===== config.mk =====
export PLATFORM = sky130hd
export DESIGN_NAME = uart_cmd_decoder
export DESIGN_NICKNAME = d
export VERILOG_FILES = /design/src/rtl/uart_cmd_decoder.sv
export SDC_FILE = /design/constraint.sdc
export NUM_CORES = 1
export LEC_CHECK = 0
export BUFFER_PORTS_ARGS = -buffer_cell sky130_fd_sc_hd__buf_2
export CAP_MARGIN = 25
export CORE_UTILIZATION = 58
export DETAILED_ROUTE_END_ITERATION = 7
export PLACE_DENSITY = 0.79
export SETUP_SLACK_MARGIN = 0.1
export SYNTH_ARGS = -nofsm -noshare
export SYNTH_HDL_FRONTEND = slang
export SYNTH_SLANG_ARGS = --single-unit
export TNS_END_PERCENT = 20

===== constraint.sdc =====
create_clock -name i_clk -period 2.92 [get_ports i_clk]
set_clock_uncertainty 0.15 [all_clocks]
set_input_delay 0.584 -clock i_clk [delete_from_list [all_inputs] [get_ports i_clk]]
set_output_delay 0.584 -clock i_clk [all_outputs]
set_load 0.005 [all_outputs]

===== src/rtl/uart_cmd_decoder.sv =====
// uart_cmd_decoder: parses 5-byte command frames (HEADER CMD ADDR DATA CHK)
// from the UART receiver, issues register write/read strobes and returns a
// one-byte response to the UART transmitter.
//
//   state  | meaning
//   -------+------------------------------------------------------------
//   IDLE   | hunting for the header byte, everything else dropped
//   CMD    | waiting for the command byte
//   ADDR   | waiting for the address byte
//   DATA   | waiting for the data byte
//   CHK    | waiting for the checksum byte
//   EXEC   | one cycle: validate frame, fire write/read strobe or NAK
//   RDWAIT | one cycle: capture register read data as the response
//   RESP   | presenting the response byte until the transmitter takes it
module uart_cmd_decoder #(
  parameter logic [7:0]  HeaderByte    = 8'h55,
  parameter int unsigned TimeoutCycles = 10_000,
  parameter logic [7:0]  AckByte       = 8'hAC,
  parameter logic [7:0]  NakByte       = 8'h15
) (
  input  logic       i_clk,
  input  logic       i_rst_n,
  input  logic       i_rx_valid,
  input  logic [7:0] i_rx_byte,
  output logic       o_wr_en,
  output logic [7:0] o_wr_addr,
  output logic [7:0] o_wr_data,
  output logic       o_rd_en,
  output logic [7:0] o_rd_addr,
  input  logic [7:0] i_rd_data,
  output logic       o_tx_valid,
  input  logic       i_tx_ready,
  output logic [7:0] o_tx_byte,
  output logic       o_err_pulse,
  output logic [7:0] o_err_cnt
);

  localparam logic [7:0] CmdWrite = 8'h01;
  localparam logic [7:0] CmdRead  = 8'h02;

  // The idle cycle that would take the count to TimeoutCycles-1 is the one
  // that aborts the frame, so compare against the value one below it.
  localparam logic [23:0] TmoLast = 24'(TimeoutCycles - 32'd2);

  typedef enum logic [2:0] {
    S_IDLE,
    S_CMD,
    S_ADDR,
    S_DATA,
    S_CHK,
    S_EXEC,
    S_RDWAIT,
    S_RESP
  } state_e;

  state_e      state_q, state_d;
  logic [7:0]  cmd_q, cmd_d;
  logic [7:0]  addr_q, addr_d;
  logic [7:0]  data_q, data_d;
  logic [7:0]  chk_q, chk_d;
  logic [23:0] tmo_q, tmo_d;
  logic [7:0]  tx_byte_q, tx_byte_d;
  logic [7:0]  wr_addr_q, wr_addr_d;
  logic [7:0]  wr_data_q, wr_data_d;
  logic [7:0]  rd_addr_q, rd_addr_d;
  logic [7:0]  err_cnt_q, err_cnt_d;

  logic wr_en;
  logic rd_en;
  logic tx_valid;
  logic err_pulse;
  logic frame_ok;

  // Checksum and command legality of the frame currently held in the capture registers.
  always_comb begin
    frame_ok = (chk_q == (cmd_q ^ addr_q ^ data_q)) &&
               ((cmd_q == CmdWrite) || (cmd_q == CmdRead));
  end

  // Next-state, capture, timeout and strobe/response logic.
  always_comb begin
    state_d   = state_q;
    cmd_d     = cmd_q;
    addr_d    = addr_q;
    data_d    = data_q;
    chk_d     = chk_q;
    tmo_d     = '0;
    tx_byte_d = tx_byte_q;
    wr_addr_d = wr_addr_q;
    wr_data_d = wr_data_q;
    rd_addr_d = rd_addr_q;
    wr_en     = 1'b0;
    rd_en     = 1'b0;
    tx_valid  = 1'b0;
    err_pulse = 1'b0;

    unique case (state_q)
      S_IDLE: begin
        if (i_rx_valid && (i_rx_byte == HeaderByte)) begin
          state_d = S_CMD;
        end
      end

      S_CMD, S_ADDR, S_DATA, S_CHK: begin
        if (i_rx_valid) begin
          unique case (state_q)
            S_CMD:   begin cmd_d  = i_rx_byte; state_d = S_ADDR; end
            S_ADDR:  begin addr_d = i_rx_byte; state_d = S_DATA; end
            S_DATA:  begin data_d = i_rx_byte; state_d = S_CHK;  end
            default: begin chk_d  = i_rx_byte; state_d = S_EXEC; end
          endcase
        end else if (tmo_q == TmoLast) begin
          state_d   = S_IDLE;
          err_pulse = 1'b1;
        end else begin
          tmo_d = tmo_q + 24'd1;
        end
      end

      S_EXEC: begin
        err_pulse = i_rx_valid;
        if (!frame_ok) begin
          tx_byte_d = NakByte;
          err_pulse = 1'b1;
          state_d   = S_RESP;
        end else if (cmd_q == CmdWrite) begin
          wr_en     = 1'b1;
          wr_addr_d = addr_q;
          wr_data_d = data_q;
          tx_byte_d = AckByte;
          state_d   = S_RESP;
        end else begin
          rd_en     = 1'b1;
          rd_addr_d = addr_q;
          state_d   = S_RDWAIT;
        end
      end

      S_RDWAIT: begin
        err_pulse = i_rx_valid;
        tx_byte_d = i_rd_data;
        state_d   = S_RESP;
      end

      S_RESP: begin
        err_pulse = i_rx_valid;
        tx_valid  = 1'b1;
        if (i_tx_ready) begin
          state_d = S_IDLE;
        end
      end

      default: begin
        state_d = S_IDLE;
      end
    endcase
  end

  // Saturating frame-error counter.
  always_comb begin
    err_cnt_d = err_cnt_q;
    if (err_pulse && (err_cnt_q != 8'hFF)) begin
      err_cnt_d = err_cnt_q + 8'd1;
    end
  end

  // State and datapath registers.
  always_ff @(posedge i_clk or negedge i_rst_n) begin
    if (!i_rst_n) begin
      state_q   <= S_IDLE;
      cmd_q     <= '0;
      addr_q    <= '0;
      data_q    <= '0;
      chk_q     <= '0;
      tmo_q     <= '0;
      tx_byte_q <= '0;
      wr_addr_q <= '0;
      wr_data_q <= '0;
      rd_addr_q <= '0;
      err_cnt_q <= '0;
    end else begin
      state_q   <= state_d;
      cmd_q     <= cmd_d;
      addr_q    <= addr_d;
      data_q    <= data_d;
      chk_q     <= chk_d;
      tmo_q     <= tmo_d;
      tx_byte_q <= tx_byte_d;
      wr_addr_q <= wr_addr_d;
      wr_data_q <= wr_data_d;
      rd_addr_q <= rd_addr_d;
      err_cnt_q <= err_cnt_d;
    end
  end

  // The _d values equal the captured frame during a strobe and the held
  // value otherwise, so address/data are valid alongside the strobe.
  assign o_wr_en     = wr_en;
  assign o_wr_addr   = wr_addr_d;
  assign o_wr_data   = wr_data_d;
  assign o_rd_en     = rd_en;
  assign o_rd_addr   = rd_addr_d;
  assign o_tx_valid  = tx_valid;
  assign o_tx_byte   = tx_byte_q;
  assign o_err_pulse = err_pulse;
  assign o_err_cnt   = err_cnt_q;

endmodule


==> reports/qor.yml <==
route:
  drt_wl_total_mm: 10.1
  dr_total_vias: 3407
  drc: 0
  drtIter0Drc: 116
  routed_via_density: 5.66
  first_pass_iters: 4
  wl_per_cell_um: 16.7
  ant_nets: 0
cells_and_area:
  nets: 518
  layout_common_cells: "dfrtp_1 (99), buf_2 (55), mux2_2 (47)"
  instances_no_fill: 602
  syn_to_final_growth_pct: 17.7
  seqCellArea_um2: 2480
  multi_input_area_um2: 2260
  fillers: 551
  n_antenna_cell: 0
  final_common_cell: "dfrtp_1"
  fin_util_pct: 71.8
  drive_above_1_share_pct: 35.6
cts:
  clock_latency_ns: 0.38
  cts_tree: "done"
  clockBufferDepth: 2
  clk_pin_slew_worst_paths_ns: 0.11
  numCtsBuffers: 9
  h-tree-depth: 3
  cts-root-buf: "clkbuf_8"
  clock-sinks: 99
sta:
  setup_slack_ns: -0.305
  finalHoldViolations: 0
  slew_violations: 0
  fin_crit_ns: 3.23
  setup_tns_ns: -6.99
  period_share_pct: 110
  tightest_slew_ns: 0.723
  setup_viol: 25
  max_slew_margin_pct: 51.6
  rsz0062_at_grt: "true"
  max_freq_ghz: 0.310
global_routing:
  grt.met2_usage_pct: 40.4
  grt.met1_usage_pct: 33.5
  grt_pass1_vias: 3344
  busiest_layer: "met2"
  grt_max_degree: 44
  antenna_found_initial: 0
  grtUsageMet3_pct: 3.33
  grt_util_all_layers_pct: 24.7
  overflow: 0
  grt_pass1_wl_mm: 16.4
outcome:
  violations: "setup timing"
  status: "complete, but fails checks"
die:
  die_h_um: 93.1
  placementRows: 32
  die_x_um: 93.1
  die_area_um2: 8660
  start_util_pct: 61.0
  core_area_um2: 7890
  ios: 64
synth:
  ys_ff_latch: 99
  yosys.area_share.simple_pct: 15.3
  synth_compound_area_share_pct: 6.76
  synth_ff_type: "dfrtp_1"
  ys_async_sr_fraction_pct: 100
  synth_area_per_cell_um2: 11.7
  ys_seq_area_share_pct: 51.5
  synthCells: 412
  synth_nets: 435
  synthesis.area_um2: 4810
  yosys.area_share.adder_pct: 0.780
  synth_top_family_by_area: "simple AND/OR/NAND/NOR gates"
  synthDistinctLibCells: 58
  synthMuxAreaShare_pct: 13.2
  yosys_warnings: 0
  synthXorXnorAreaFrac_pct: 9.47
  synth-edff-count: 0
setup_path:
  required_ns: 2.19
  cp-start-kind: "flop"
  endpoint_kind: "output port"
  worstPathArrival_ns: 2.49
  crit_type: "flop to output port"
  path_max_fanout: 17
power:
  p_total_mw: 4.84
  ir_drop_v: 0.000378
  power_density_nw_per_um2: 854
  p_leak_nw: 2.62
place:
  dpl.cell_count: 579
  hpwl_mm: 6.89
  place_ws_ns: 0.0273
  port_buffers: 63
  gp_congestion: 0.808
flow_run:
  maxCapViolations: 0
hold_path:
  hold_class: "input port to async pin"
stage by stage:
stage / hold slack (ns) / instance area, um^2
floorplan: 0.138 / 4810
global placement: 0.321 / 5300
detailed placement: 0.332 / 5300
CTS: 0.0396 / 5640
global route: 0.0543 / 5660
finish: 0.0215 / 5660
final timing paths:
path / startpoint / slack (ns) / cells after the start / end
min reg2reg: o_err_cnt[4] / 0.34 / 1 / o_err_cnt[4]
min: i_rst_n / 0.02 / 1 / o_tx_byte[5]
max: addr_q[1] / -0.31 / 8 / o_wr_addr[6]
max in group asynchronous: i_rst_n / 1.93 / 2 / tmo_q[13]
max reg2reg: cmd_q[6] / 0.12 / 10 / o_err_cnt[1]
min in group i_clk: i_rd_data[1] / 0.32 / 2 / o_tx_byte[1]
routing by layer:
| layer | part of all wire, % | vias to the layer above | wire length [um] |
|---|---|---|---|
| li1 | - | 1604 | - |
| met5 | 0 | - | 0 |
| met3 | 3.0 | 16 | 306 |
| met1 | 45 | 1715 | 4540 |
| met4 | 1.7 | 0 | 175 |
| met2 | 50 | 72 | 5060 |
synth_stat cells (3+ instances only):
library cell  instances  share of area [%]
dfrtp_1              99                 52
mux2_2               55                 13
nor2_1               45                3.5
xnor2_1              35                6.4
nand2_1              18                1.4
xor2_1               17                3.1
nand3_1              15                1.6
inv_1                12               0.94
nor3_1                8               0.83
and3_1                6               0.78
nor4_1                6               0.78
a21oi_1               5               0.52
nand4_1               5               0.65
nor2b_1               5               0.65
o21ai_0               5               0.52
a211oi_1              4               0.62
a21o_1                4               0.62
buf_2                 4               0.42
clkbuf_1              4               0.31
a22o_1                3               0.55
a22oi_1               3               0.47
a32o_1                3               0.62
clkbuf_8              3               0.86
ha_1                  3               0.78
area by class of cell:
cell class	count	share of cell area (%)
clock buffers	10	2.25
flip-flops and latches	99	43.8
repair buffers	86	10.0
well taps	102	2.25
inverters	12	0.796
clock inverters	6	1.06
multi-input cells	287	39.9
worst max-delay path, stage by stage, from the launching register on:
cell and delay, ns:
dfrtp_1 0.44, xnor2_1 0.23, xnor2_1 0.16, nand3_1 0.15
nor3_2 0.26, and3_4 0.23, buf_12 0.15, mux2_2 0.36
buf_2 0.13
timing repair:
item | 4_1_cts | 5_1_grt
cloned | 0 | 0
pin swaps | 5 | 4
hold buffers | 0 | 0
gates resized for setup | 23 | 2
buffers inserted | 5 | 2
endpoints found under the setup margin | 27 | 30
logic make-up after synthesis:
| group | Yosys count |
|---|---|
| flops | 99 |
| buf+inv | 26 |
| mux | 56 |
| simple gates | 136 |
| fa+ha+maj | 3 |
| compound gates | 40 |
| xor+xnor | 52 |
sequential cells by signal, summed over array words and instances (netlist names):
| name | cells |
|---|---|
| tmo_q | 24 |
| addr_q | 8 |
| chk_q | 8 |
| cmd_q | 8 |
| data_q | 8 |
| o_err_cnt | 8 |
| o_tx_byte | 8 |
| rd_addr_q | 8 |
| wr_addr_q | 8 |
| wr_data_q | 8 |
| state_q | 3 |
power breakdown:
| group | switching (mW) | internal (mW) | total [mW] |
|---|---|---|---|
| clock | 0.519 | 0.328 | 0.847 |
| combinational | 0.960 | 0.991 | 1.95 |
| sequential | 0.317 | 1.72 | 2.04 |
| total | 1.80 | 3.04 | 4.84 |
(Power assumes the default switching activity.)
